**config.mk**
```make
export PLATFORM = sky130hd
export DESIGN_NAME = if_stage_flat
export DESIGN_NICKNAME = d
export VERILOG_FILES = /design/src/rtl/if_stage_if.sv /design/src/rtl/if_stage.sv /design/src/flat_wrapper.sv
export SDC_FILE = /design/constraint.sdc
export NUM_CORES = 1
export LEC_CHECK = 0
export BUFFER_PORTS_ARGS = -buffer_cell sky130_fd_sc_hd__buf_2
export CAP_MARGIN = 5
export CORE_ASPECT_RATIO = 0.75
export CORE_MARGIN = 1.5
export CORE_UTILIZATION = 50
export DETAILED_ROUTE_END_ITERATION = 6
export HOLD_SLACK_MARGIN = 0.02
export PLACE_DENSITY = 0.8
export REMOVE_ABC_BUFFERS = 1
export SYNTH_ARGS = -nofsm -noshare
export SYNTH_HDL_FRONTEND = slang
export SYNTH_SLANG_ARGS = --single-unit
```
**constraint.sdc**
```tcl
create_clock -name clk -period 2.95 [get_ports clk]
set_clock_uncertainty 0.05 [all_clocks]
set_input_delay 0.1475 -clock clk [delete_from_list [all_inputs] [get_ports clk]]
set_output_delay 0.1475 -clock clk [all_outputs]
set_load 0.03 [all_outputs]
```
**src/rtl/if_stage_if.sv**
```systemverilog
// if_stage_if: groups the instruction-memory fetch bus, the execute redirect
// and the decode-side output slot of the fetch stage into one bundle.
// "master" is the fetch stage's view and "slave" is the surrounding
// memory/execute/decode environment.
interface if_stage_if;
    logic        imem_req_valid;
    logic        imem_req_ready;
    logic [63:0] imem_req_addr;
    logic        imem_resp_valid;
    logic [31:0] imem_resp_data;
    logic        redirect_valid;
    logic [63:0] redirect_target;
    logic        id_ready;
    logic        inst_valid;
    logic [31:0] inst;
    logic [63:0] inst_addr;
    logic        inst_misalign;

    modport master (
        output imem_req_valid,
        output imem_req_addr,
        input  imem_req_ready,
        input  imem_resp_valid,
        input  imem_resp_data,
        input  redirect_valid,
        input  redirect_target,
        input  id_ready,
        output inst_valid,
        output inst,
        output inst_addr,
        output inst_misalign
    );

    modport slave (
        input  imem_req_valid,
        input  imem_req_addr,
        output imem_req_ready,
        output imem_resp_valid,
        output imem_resp_data,
        output redirect_valid,
        output redirect_target,
        output id_ready,
        input  inst_valid,
        input  inst,
        input  inst_addr,
        input  inst_misalign
    );
endinterface

```
**src/rtl/if_stage.sv**
```systemverilog
// if_stage: instruction-fetch stage. Owns the PC, keeps at most one fetch in
// flight, and hands fetched words to decode through a single-entry output
// slot. Execute redirects flush the slot and kill any fetch in flight.
// Optional macro IF_MISALIGN_CHK_EN: a redirect to a target that is not
// 4-byte aligned parks the stage in HALT and presents a NOP flagged with
// inst_misalign until an aligned redirect arrives. Without the macro the low
// two target bits are forced to zero and HALT is unreachable.
module if_stage #(
    parameter logic [63:0] RESET_PC = 64'h0000_0000_8000_0000
) (
    input  logic       clk,
    input  logic       rst,
    if_stage_if.master bus
);

    typedef enum logic [1:0] {
        S_REQ  = 2'd0,
        S_WAIT = 2'd1,
        S_HALT = 2'd2
    } state_t;

    localparam logic [31:0] NOP_INST = 32'h0000_0013;

    state_t      r_state;
    state_t      w_stateNext;
    logic [63:0] r_pc;
    logic        r_kill;
    logic        r_haltPend;
    logic        r_instValid;
    logic [31:0] r_inst;
    logic [63:0] r_instAddr;
    logic        r_instMisalign;

    logic        w_slotFree;
    logic        w_reqValid;
    logic        w_fire;
    logic        w_load;
    logic        w_haltLoad;
    logic        w_haltExit;
    logic        w_mis;
    logic [63:0] w_target;

`ifdef IF_MISALIGN_CHK_EN
    assign w_target = bus.redirect_target;
    assign w_mis    = |bus.redirect_target[1:0];
`else
    assign w_target = bus.redirect_target & ~64'h3;
    assign w_mis    = 1'b0;
`endif

    assign w_slotFree = !r_instValid || bus.id_ready;
    assign w_fire     = w_reqValid && bus.imem_req_ready;
    assign w_load     = (r_state == S_WAIT) && bus.imem_resp_valid &&
                        !r_kill && !bus.redirect_valid;
    assign w_haltLoad = (w_stateNext == S_HALT) &&
                        ((r_state != S_HALT) || bus.redirect_valid);
    assign w_haltExit = (r_state == S_HALT) && (w_stateNext == S_REQ);

    assign bus.imem_req_valid = w_reqValid;
    assign bus.imem_req_addr  = r_pc;
    assign bus.inst_valid     = r_instValid;
    assign bus.inst           = r_inst;
    assign bus.inst_addr      = r_instAddr;
`ifdef IF_MISALIGN_CHK_EN
    assign bus.inst_misalign  = r_instMisalign;
`else
    assign bus.inst_misalign  = 1'b0;
`endif

    // State register: advance the fetch FSM, returning to REQ on reset.
    always_ff @(posedge clk) begin
        if (rst) begin
            r_state <= S_REQ;
        end else begin
            r_state <= w_stateNext;
        end
    end

    // Next state: redirects win; a misaligned target lands in HALT, either
    // immediately or once the single outstanding response has been absorbed.
    always_comb begin
        w_stateNext = r_state;
        case (r_state)
            S_REQ: begin
                if (bus.redirect_valid) begin
                    w_stateNext = w_mis ? S_HALT : S_REQ;
                end else if (w_fire) begin
                    w_stateNext = S_WAIT;
                end
            end
            S_WAIT: begin
                if (bus.redirect_valid) begin
                    if (bus.imem_resp_valid) begin
                        w_stateNext = w_mis ? S_HALT : S_REQ;
                    end
                end else if (bus.imem_resp_valid) begin
                    w_stateNext = (r_kill && r_haltPend) ? S_HALT : S_REQ;
                end
            end
            S_HALT: begin
                if (bus.redirect_valid && !w_mis) begin
                    w_stateNext = S_REQ;
                end
            end
            default: w_stateNext = S_REQ;
        endcase
    end

    // Outputs: request only from REQ, into a free slot, never during a
    // redirect or while reset is held.
    always_comb begin
        w_reqValid = 1'b0;
        if ((r_state == S_REQ) && w_slotFree && !bus.redirect_valid && !rst) begin
            w_reqValid = 1'b1;
        end
    end

    // Datapath: PC, kill tracking and the decode output slot.
    always_ff @(posedge clk) begin
        if (rst) begin
            r_pc           <= RESET_PC;
            r_kill         <= 1'b0;
            r_haltPend     <= 1'b0;
            r_instValid    <= 1'b0;
            r_inst         <= 32'h0;
            r_instAddr     <= 64'h0;
            r_instMisalign <= 1'b0;
        end else begin
            if (bus.redirect_valid) begin
                r_pc <= w_target;
            end else if (w_load) begin
                r_pc <= r_pc + 64'd4;
            end

            if (bus.redirect_valid && (r_state == S_WAIT) && !bus.imem_resp_valid) begin
                r_kill     <= 1'b1;
                r_haltPend <= w_mis;
            end else if ((r_state == S_WAIT) && bus.imem_resp_valid) begin
                r_kill     <= 1'b0;
                r_haltPend <= 1'b0;
            end

            if (w_haltLoad) begin
                r_instValid    <= 1'b1;
                r_inst         <= NOP_INST;
                r_instAddr     <= bus.redirect_valid ? w_target : r_pc;
                r_instMisalign <= 1'b1;
            end else if (bus.redirect_valid) begin
                r_instValid <= 1'b0;
                if (w_haltExit) begin
                    r_instMisalign <= 1'b0;
                end
            end else if (w_load) begin
                r_instValid <= 1'b1;
                r_inst      <= bus.imem_resp_data;
                r_instAddr  <= r_pc;
            end else if (bus.id_ready) begin
                r_instValid <= 1'b0;
            end
        end
    end

endmodule

```
**src/flat_wrapper.sv**
```systemverilog
// flat-port wrapper written by rule: the top's interface ports become plain ports
module if_stage_flat 
#(
    parameter logic [63:0] RESET_PC = 64'h0000_0000_8000_0000
)
  (clk, rst, bus_imem_req_valid, bus_imem_req_addr, bus_imem_req_ready, bus_imem_resp_valid, bus_imem_resp_data, bus_redirect_valid, bus_redirect_target, bus_id_ready, bus_inst_valid, bus_inst, bus_inst_addr, bus_inst_misalign);
  if_stage_if bus_i ();
  input  logic clk;
  input  logic rst;
  output wire logic [$bits(bus_i.imem_req_valid)-1:0] bus_imem_req_valid;
  output wire logic [$bits(bus_i.imem_req_addr)-1:0] bus_imem_req_addr;
  input wire logic [$bits(bus_i.imem_req_ready)-1:0] bus_imem_req_ready;
  input wire logic [$bits(bus_i.imem_resp_valid)-1:0] bus_imem_resp_valid;
  input wire logic [$bits(bus_i.imem_resp_data)-1:0] bus_imem_resp_data;
  input wire logic [$bits(bus_i.redirect_valid)-1:0] bus_redirect_valid;
  input wire logic [$bits(bus_i.redirect_target)-1:0] bus_redirect_target;
  input wire logic [$bits(bus_i.id_ready)-1:0] bus_id_ready;
  output wire logic [$bits(bus_i.inst_valid)-1:0] bus_inst_valid;
  output wire logic [$bits(bus_i.inst)-1:0] bus_inst;
  output wire logic [$bits(bus_i.inst_addr)-1:0] bus_inst_addr;
  output wire logic [$bits(bus_i.inst_misalign)-1:0] bus_inst_misalign;
  assign bus_imem_req_valid = bus_i.imem_req_valid;
  assign bus_imem_req_addr = bus_i.imem_req_addr;
  assign bus_i.imem_req_ready = bus_imem_req_ready;
  assign bus_i.imem_resp_valid = bus_imem_resp_valid;
  assign bus_i.imem_resp_data = bus_imem_resp_data;
  assign bus_i.redirect_valid = bus_redirect_valid;
  assign bus_i.redirect_target = bus_redirect_target;
  assign bus_i.id_ready = bus_id_ready;
  assign bus_inst_valid = bus_i.inst_valid;
  assign bus_inst = bus_i.inst;
  assign bus_inst_addr = bus_i.inst_addr;
  assign bus_inst_misalign = bus_i.inst_misalign;
  if_stage #(.RESET_PC(RESET_PC)) u_core (.clk(clk), .rst(rst), .bus(bus_i));
endmodule
```
# Yosys cells after proc, flatten, opt, wreduce, memory -nomap -nowiden
# Cells that the tools add are included.
# classes
n_addsub,1
n_eq_ne,5
mux,21
n_bitwise,1
reduce_logical,26
# op_table
op,n
2-to-1 mux 64 bit,6
"adder 64 x 3 -> 64 bit, second input constant",1
2-to-1 mux 5 bit,3
logical AND 1 bit,10
2-to-1 mux 2 bit,4
2-to-1 mux 1 bit,7
case mux 2 bit (3 select lines),1
nonzero test 2 bit,3
zero test 1 bit,5
"equality test 2 bit, second input constant",2
AND reduction 2 bit,2
nonzero test 4 bit,1
OR reduction 2 bit,2
"equality test 2 x 1 -> 1 bit, second input constant",1
zero test 2 bit,1
logical OR 1 bit,2
"!= test 2 x 1 -> 1 bit, second input constant",1
"!= test 2 bit, second input constant",1
NOT 1 bit,1
# word_totals
inputBits,102
wordCells,62
reg_bits,164

# Longest topological paths before layout
# Gate-level depths: netlist of run 1.
# depth
ltp_word,14
depth_mapped,7
mapped_depth_nobuf,6

# Worst setup path before layout of run 1
# Ideal clock, no wire load.
# synth_path
kind,register -> register
startpoint,register u_core.r_pc[15] (netlist: u_core.bus.imem_req_addr[15])
endpoint,register u_core.r_pc[54] (netlist: u_core.bus.imem_req_addr[54])
required_ps,2780
period_less_slack_ps,2555
n_path_buf,1
setup_slack_ps,395
t_arrival_ps,2385
setup_time_ps,120
stages_incl_launch_ff,7
path_cell_list,dfxtp_1 -> nand4_2 -> or3_1 -> buf_2 -> or4_2 -> mux2i_1 -> a211o_1
# synth_between
elab_chain_len,3
# synth_rtl
element,line_no,text
from (decl),if_stage.sv:26,logic [63:0] r_pc;
from (signal assigned),if_stage.sv:130,r_pc <= w_target;
from (signal assigned),if_stage.sv:132,r_pc <= r_pc + 64'd4;
adder 64 x 3 -> 64 bit,if_stage.sv:132,
2-to-1 mux 64 bit,if_stage.sv:131,end else if (w_load) begin
2-to-1 mux 64 bit,if_stage.sv:129,if (bus.redirect_valid) begin
# Every way passes these cells. The select of a mux whose other input is x is not followed.
# A chain may end at the register's enable or synchronous reset.

# Final worst setup path of run 1
# layout_path
startpoint,register u_core.r_pc[5] (netlist: u_core.bus.imem_req_addr[5])
endpoint,register u_core.r_pc[54] (netlist: u_core.bus.imem_req_addr[54])
# Same word-level chain as after synthesis.

==> impl_metrics.tcl, run 1 <==
set metrics [dict create \
    status "complete, no violations" \
    synth_commonest_cells "nand2_1 (246), dfxtp_1 (160), a21oi_1 (112), nor2_1 (59), clkbuf_1 (58)" \
    io_buffers 257 \
    dpl.hpwl_um 16700 \
    cp_max_fo 9 \
    grt_antenna_before_repair 0 \
    drc_errors 0 \
    synth_compound_area_frac 0.161 \
    start_kind "flop" \
    drive_above_1_share 0.259 \
    synth_top_family_by_area "simple AND/OR/NAND/NOR gates" \
    synthTopCellsByArea "dfxtp_1 (43%), nand2_1 (13%), a21oi_1 (7.6%)" \
    cp_data_required_time_ps 3210 \
    num_antenna_cells 0 \
    cts_tree "yes" \
    vias 8496 \
    ys_ff_latch 160 \
    slew_viol_final 0 \
    drt_first_pass_iters 7 \
    cts_resized 0 \
    hold_end "u_core.bus.imem_req_addr[58]" \
    maxCapViolations 0 \
    overflow 0 \
    grt_pass1_vias 7584 \
    syn_avg_cell_area_um2 7.75 \
    die-area_um2 15500 \
    met2WireLength_um 11400 \
    chipWidth_um 143 \
    r2r_cells 5 \
    wl_um 25600 \
    endpoint_kind "flop" \
    hold_path_class "input port to flop" \
    areaGrowthSynthToFinish_pct 42.3 \
    synth_cell_types 62 \
    ctsRootBufferMaster "clkbuf_16" \
    cts_buffer_depth 2 \
    min_period_over_period 0.879 \
    initial_core_util 0.511 \
    synthArstFlopShare 0 \
    synthMuxAreaShare 0.00679 \
    place_congestion 0.954 \
    drtAntennaViolNets 0 \
    wl_per_cell_um 17.2 \
    crit_type "flop to flop" \
    drtIter0Drc 775 \
    period_needed_ps 2590 \
    worstMarginPinSlew_ps 634 \
    fin_util 0.728 \
    synth_xor_xnor_area_share 0.0297 \
    grt_pass1_wl_um 39100 \
    synth-main-ff-cell "dfxtp_1" \
    cts.sinks 160 \
    r2r_setup_slack_ps 360 \
    leakage_uw 0.00432 \
    ir_drop_v 0.000445 \
    fin_nets 1380 \
    max_slew_margin 0.573 \
    insertion_delay_ps 420 \
    p_per_area_nw_per_um2 526 \
    cts_max_level 4 \
    die_h_um 108 \
    rsz0062_at_grt "false" \
    cts_setup_buffers 0 \
    cts_buffers 17 \
    placementRows 38 \
    coreArea_um2 14400 \
    synth.most_common_cell "nand2_1" \
    arrival_ps 2850 \
    dp_cells 1366 \
    grt_max_degree 142 \
    synthAdderAreaFrac 0.00170 \
    synth_edf_count 0 \
    io_pins 265 \
    viasPerCell 5.70 \
    wl_met1_um 10800 \
    yosys_warnings 0 \
    synth_area_leader_cell "dfxtp_1" \
    r2r_start "u_core.bus.imem_req_addr[5]" \
    route.met3.wl_um 2810 \
    track_usage 0.322 \
    synth_simple_gate_area_frac 0.316 \
    setup_viol 0 \
    top_layer "met4" \
    seq_area_frac_synth 0.435 \
    r2r-end "u_core.bus.imem_req_addr[54]" \
    synth_cells 951 \
    fmax_mhz 386 \
    finalHoldViolCount 0 \
    clkTransAtPathRegs_ps 60 \
    worstHoldPathCells 3 \
    worstHoldStart "bus_redirect_target[58]" \
    fin_cells 1490 \
    netlist.area_leader.share 0.435 \
    syn_area_um2 7370 \
]
-- layer usage --
metal	GRT usage	up-vias
met1	0.433	3926
met3	0.0881	57
met5	0	-
met2	0.502	507
li1	-	4006
met4	0.104	0
-- worst max-delay path by stage --
| stage | startpoint | end | cells past startpoint |
|---|---|---|---|
| 2_1_floorplan | u_core.r_state[1] | u_core.bus.inst[0] | 4 |
| 3_3_place_gp | u_core.bus.imem_req_addr[5] | u_core.bus.imem_req_addr[54] | 5 |
| 3_5_place_dp | u_core.bus.imem_req_addr[5] | u_core.bus.imem_req_addr[54] | 5 |
| 4_1_cts | u_core.bus.imem_req_addr[5] | u_core.bus.imem_req_addr[54] | 5 |
| 5_1_grt | u_core.bus.imem_req_addr[5] | u_core.bus.imem_req_addr[52] | 5 |
| 6_report | u_core.bus.imem_req_addr[5] | u_core.bus.imem_req_addr[54] | 5 |
-- cells by family after synthesis --
family | Yosys count
AO/OA/AOI/OAI | 194
multiplexers | 5
other | 1
buffers and inverters | 80
flip-flops | 160
XOR/XNOR | 25
AND/OR/NAND/NOR | 485
adder cells (fa/ha/maj) | 1
-- registers in the layout, indices dropped and copies added, names as in the netlist --
signal,flops
u_core.r_kill,1
u_core.bus.inst_valid,1
u_core.bus.imem_req_addr,62
u_core.bus.inst_addr,62
u_core.r_state,2
u_core.bus.inst,32
-- worst max-delay path, stage by stage, from the launching register on --
cell and delay [ps]:
dfxtp_1 520, nand4_4 220, or3_1 510, or4_2 750, mux2i_1 160, a211o_1 270
-- stage by stage --
step	TNS [ps]	area (µm²)	setup WS (ps)	hold slack, ps	total power (µW)
finish	0	10500	357	52.1	5510
detailed placement	0	8880	413	299	2890
floorplan	-119890	7040	-1250	167	2630
global placement	0	8880	457	297	2880
global route	0	10500	209	40.4	5670
CTS	0	10500	389	32.9	5520
-- timing repair --
item	4_1_cts	5_1_grt
hold endpoints to repair	92	0
setup endpoints to repair	0	0
hold buffers	92	0
-- report_power, final --
part           internal, µW  total [µW]  leakage [µW]  switching, µW
clock                  1640        2550      0.000330            916
combinational           259         621       0.00269            361
sequential             2230        2340       0.00130            112
total                  4120        5510       0.00432           1390
-- layout by cell type (no fill, tap or decap), types with 6 or more instances in the layout --
cell           synthesis  routed
o21ai_0               11      11
bufinv_16              0       6
xnor2_1               15      15
dlygate4sd3_1          0      92
xor2_1                10      10
buf_2                  3     256
a21oi_1              112     112
o31ai_1                9       9
dfxtp_1              160     160
or4_1                 13      13
and4_1                13      13
nor3_1                24      24
and3_1                15      15
a211oi_1              19      19
or3_1                 10      10
nand3_1               32      32
nand2_1              246     245
clkbuf_16              0      17
nor2_1                59      58
nand4_1               25      25
o211ai_1               6       6
buf_4                  5      23
buf_12                 0       6
a311oi_1              14      14
nor4_1                13      13
-- final cells by class --
type | count | area (µm²)
well taps | 200 | 250
multi-input cells | 715 | 3830
clock buffers | 19 | 453
repair buffers | 377 | 2490
inverters | 6 | 22.5
fillers | 1131 | 3920
flip-flops and latches | 160 | 3200
clock inverters | 13 | 231
Power figures use the tool's default switching activity.
==> run 2, diff against run 1 <==
--- a/config.mk
+++ b/config.mk
@@ -10,5 +10,5 @@
 export CORE_ASPECT_RATIO = 0.75
-export CORE_MARGIN = 1.5
 export CORE_UTILIZATION = 50
 export DETAILED_ROUTE_END_ITERATION = 6
+export GPL_TIMING_DRIVEN = 0
 export HOLD_SLACK_MARGIN = 0.02
==> constraint.sdc (replaced) <==
create_clock -name clk -period 2.95 [get_ports clk]
set_clock_uncertainty 0.05 [all_clocks]
set_input_delay 0.295 -clock clk [delete_from_list [all_inputs] [get_ports clk]]
set_output_delay 0.295 -clock clk [all_outputs]
set_load 0.03 [all_outputs]
==> impl_metrics.tcl, run 2 (synthesis results as in run 1) <==
set metrics [dict create \
    status "complete, no violations" \
    period_needed_ps 2800 \
    r2r_cells 5 \
    clkTransAtPathRegs_ps 60 \
    dpl.hpwl_um 16100 \
    cts.sinks 160 \
    wl_per_cell_um 16.9 \
    wl_um 23300 \
    endpoint_kind "flop" \
    rsz0062_at_grt "false" \
    nFillCells 1308 \
    die_h_um 107 \
    drtIter0Drc 811 \
    place_congestion 0.877 \
    cp_data_required_time_ps 3220 \
    viasPerCell 5.72 \
    crit_buf_inv 0 \
    start_kind "flop" \
    placementRows 38 \
    drt_first_pass_iters 5 \
    grt_antenna_before_repair 1 \
    min_period_over_period 0.950 \
    grt_pass1_wl_um 36100 \
    critPathSlowestCell "and4bb_2" \
    cts_buffer_depth 2 \
    fmax_mhz 357 \
    io_buffers 257 \
    critical_path_depth 5 \
    grt_pass1_vias 6918 \
    final_cell_mix "buf_2 (256), nand2_1 (245), dfxtp_1 (160)" \
    setup-tns-final_ps 0 \
    initial_core_util 0.511 \
    ir_drop_v 0.000392 \
    fin_util 0.647 \
    place_ws_ps -334 \
    setup_viol 0 \
    chipWidth_um 142 \
    cp_max_fo 12 \
    cts_tree "yes" \
    max_slew_margin 0.159 \
    track_usage 0.303 \
    path_cells "and4bb_2 > nand4_1 > or3_1 > or4_1 > a311oi_1" \
    worstHoldPathCells 3 \
    io_pins 265 \
    areaGrowthSynthToFinish_pct 26.4 \
    arrival_ps 3070 \
    drc_errors 0 \
    maxCapViolations 0 \
    overflow 0 \
    vias 7897 \
    die-area_um2 15200 \
    finalHoldViolCount 0 \
    layout_commonest_cell "buf_2" \
    leakage_uw 0.00379 \
    insertion_delay_ps 430 \
    p_per_area_nw_per_um2 523 \
    timing.hold.ws_ps 29.4 \
    timing.critical_path.max_delay_family "simple AND/OR/NAND/NOR gates" \
    ctsRootBufferMaster "clkbuf_16" \
    hold_path_class "input port to flop" \
    total_power_uw 4870 \
    critPathMaxStageDelay_ps 540 \
    cts_buffers 17 \
    cts_max_level 4 \
    worstMarginPinSlew_ps 1260 \
    fin_ws_ps 149 \
    fin_nets 1269 \
    crit_type "flop to flop" \
    drive_above_1_share 0.269 \
    drtAntennaViolNets 0 \
    slew_viol_final 0 \
    grt_max_degree 92 \
    coreArea_um2 14400 \
]
==> run 2: changes by cell type in the layout (fill, tap and decap cells not counted), sizes merged <==
cell	previous run	this run
diode	0	2
inv	7	11
buf	285	265
clkbuf	19	18
dlygate4sd3	92	1
bufinv	6	0
clkinvlp	2	3
clkinv	4	6
==> run 2: power by group <==
part	leakage, µW	switching, µW	internal (µW)
Clock	0.000258	942	1090
Combinational	0.00223	326	174
Sequential	0.00130	119	2230
Total	0.00379	1390	3490
==> run 2: routing by layer <==
layer	part of all wire	routed length (µm)	track usage
met2	0.44	10300	0.453
met1	0.44	10300	0.421
met5	0	0	0
met4	0.014	325	0.102
met3	0.10	2390	0.0782
==> run 2: final timing paths <==
path                      startpoint                           end  slack (ps)
max reg2reg        u_core.r_state[0]  u_core.bus.imem_req_addr[51]         150
min          bus_redirect_target[27]  u_core.bus.imem_req_addr[27]          30
min reg2reg      u_core.bus.inst[20]           u_core.bus.inst[20]         400
max                u_core.r_state[0]  u_core.bus.imem_req_addr[51]         150
==> run 2: layout make-up <==
| class | count | area [µm²] | area share |
|---|---|---|---|
| multi-input combinational | 715 | 3860 | 0.414 |
| sequential | 160 | 3200 | 0.344 |
| timing repair buffer | 266 | 1440 | 0.155 |
| clock buffer | 18 | 429 | 0.0461 |
| tap | 200 | 250 | 0.0269 |
| clock inverter | 14 | 108 | 0.0116 |
| inverter | 6 | 22.5 | 0.00242 |
| antenna | 2 | 5.00 | 0.000537 |
==> run 2: tightest hold or removal path, stage by stage <==
cell and delay [ps]:
buf_2 70, nand2_1 40, o21ai_0 60
==> run 2: repair_timing <==
action,4_1_cts,5_1_grt
setup endpoints to repair,9,5
setup buffers,0,3
resized for setup,3,2
endpoints found under the hold margin,1,0
hold buffers,1,0
pin swaps,0,1
==> run 2: stage by stage <==
step | std cells | cell area [µm²]
finish | 1381 | 9320
global route | 1380 | 9310
CTS | 1376 | 9270
detailed placement | 1343 | 8710
global placement | 1338 | 8570
floorplan | 881 | 7040
==> run 3, diff against run 2 <==
Settings changed: SETUP_SLACK_MARGIN from default to 0.15.
==> impl_metrics.tcl, run 3 (synthesis results as in run 1) <==
set metrics [dict create \
    cts_tree "yes" \
    grt_antenna_before_repair 1 \
    worstHoldStart "bus_redirect_target[27]" \
    place_congestion 0.877 \
    grt_pass1_wl_um 36100 \
    chipWidth_um 142 \
    ctsRootBufferMaster "clkbuf_16" \
    leakage_uw 0.00382 \
    dpl.hpwl_um 16100 \
    r2r_start "u_core.bus.imem_req_addr[15]" \
    hold_path_class "input port to flop" \
    path_common_cell "or3_4" \
    vias 7984 \
    track_usage 0.303 \
    cp_max_fo 7 \
    slew_viol_final 0 \
    hold_end "u_core.bus.imem_req_addr[27]" \
    r2r-end "u_core.bus.imem_req_addr[52]" \
    start_kind "flop" \
    critPathMaxStageDelay_ps 520 \
    fmax_mhz 375 \
    ir_drop_v 0.000388 \
    grt_max_degree 92 \
    clkTransAtPathRegs_ps 70 \
    drive_above_1_share 0.271 \
    total_power_uw 4870 \
    wl_per_cell_um 16.9 \
    p_per_area_nw_per_um2 521 \
    insertion_delay_ps 420 \
    cts_max_level 4 \
    drc_errors 0 \
    coreArea_um2 14400 \
    path_cells "nand4_2 > or3_4 > or3_4 > or3_1 > a2111oi_1" \
    die-area_um2 15200 \
    areaGrowthSynthToFinish_pct 26.9 \
    r2r_setup_slack_ps 280 \
    max_slew_margin 0.467 \
    status "complete, no violations" \
    placementRows 38 \
    fin_util 0.649 \
    final_cell_mix "buf_2 (256), nand2_1 (245), dfxtp_1 (160)" \
    grt_pass1_vias 6918 \
    worstMarginPinSlew_ps 800 \
    wl_um 23300 \
    fin_nets 1269 \
    cts_buffer_depth 2 \
    timing.hold.ws_ps 32.6 \
    io_pins 265 \
    crit_type "flop to flop" \
    layout_commonest_cell "buf_2" \
    endpoint_kind "flop" \
    maxCapViolations 0 \
    finalHoldViolCount 0 \
    drt_first_pass_iters 7 \
    cts.sinks 160 \
    r2r_cells 5 \
    cts_buffers 17 \
    min_period_over_period 0.904 \
    overflow 0 \
    rsz0062_at_grt "false" \
    viasPerCell 5.78 \
    io_buffers 257 \
    worstHoldPathCells 3 \
    drtAntennaViolNets 0 \
    nFillCells 1307 \
    die_h_um 107 \
    setup_viol 0 \
    initial_core_util 0.511 \
    period_needed_ps 2670 \
    arrival_ps 2900 \
    drtIter0Drc 753 \
    cp_data_required_time_ps 3190 \
    critPathSlowestCell "or3_4" \
]
## run 3: per-layer routing
| layer | vias to the layer above | GRT usage | share of wire |
|---|---|---|---|
| li1 | 3790 | - | - |
| met1 | 3723 | 0.421 | 0.43 |
| met2 | 435 | 0.453 | 0.44 |
| met3 | 36 | 0.0782 | 0.11 |
| met4 | 0 | 0.102 | 0.015 |
| met5 | - | 0 | 0 |
## run 3: report_power, final
part           switching (µW)  internal (µW)
logic                     326            174
clock network             935           1090
registers                 119           2230
total                    1380           3490
## run 3: cell type report
| cell class | count | area, µm² | area share |
|---|---|---|---|
| diodes | 3 | 7.51 | 0.000803 |
| clock buffers | 18 | 429 | 0.0459 |
| clock inverters | 14 | 108 | 0.0115 |
| inverters | 6 | 22.5 | 0.00241 |
| multi-input cells | 715 | 3890 | 0.416 |
| flip-flops and latches | 160 | 3200 | 0.343 |
| well taps | 200 | 250 | 0.0268 |
| repair buffers | 266 | 1440 | 0.154 |
## run 3: how the worst max path moves through the flow
| stage | slack [ps] | depth (start not counted) | endpoint | from |
|---|---|---|---|---|
| after detailed placement | -330 | 5 | u_core.bus.imem_req_addr[56] | u_core.r_state[1] |
| after global routing | 120 | 5 | u_core.bus.imem_req_addr[47] | u_core.bus.imem_req_addr[15] |
| after global placement | -3930 | 4 | u_core.bus.inst_addr[55] | u_core.r_state[0] |
| after CTS | 180 | 5 | u_core.bus.imem_req_addr[54] | u_core.bus.imem_req_addr[35] |
| final | 280 | 5 | u_core.bus.imem_req_addr[52] | u_core.bus.imem_req_addr[15] |
| after floorplan | -1250 | 4 | u_core.bus.inst[0] | u_core.r_state[1] |
## run 3: metrics by stage
stage               setup TNS [ps]  worst slack [ps]  instance area [µm²]  cells
floorplan                  -120190             -1250                 7040    881
global placement           -383130             -3930                 8570   1338
detailed placement           -2530              -334                 8710   1343
CTS                              0               178                 9280   1376
global route                     0               119                 9340   1380
finish                           0               284                 9350   1382
## run 3: critical path, delay by kind of cell, from the launching register on
family / cells / cell delay [ps]
AND/OR/NAND/NOR: 4 / 1640
AO/OA/AOI/OAI: 1 / 360
flip-flops: 1 / 490
## run 3: repair_timing
action / CTS / global route
endpoints found under the setup margin: 11 / 18
setup buffers: 0 / 3
hold endpoints to repair: 1 / 0
gates cloned: 0 / 0
resized for setup: 4 / 7
pin swaps: 0 / 1
hold buffers: 1 / 0
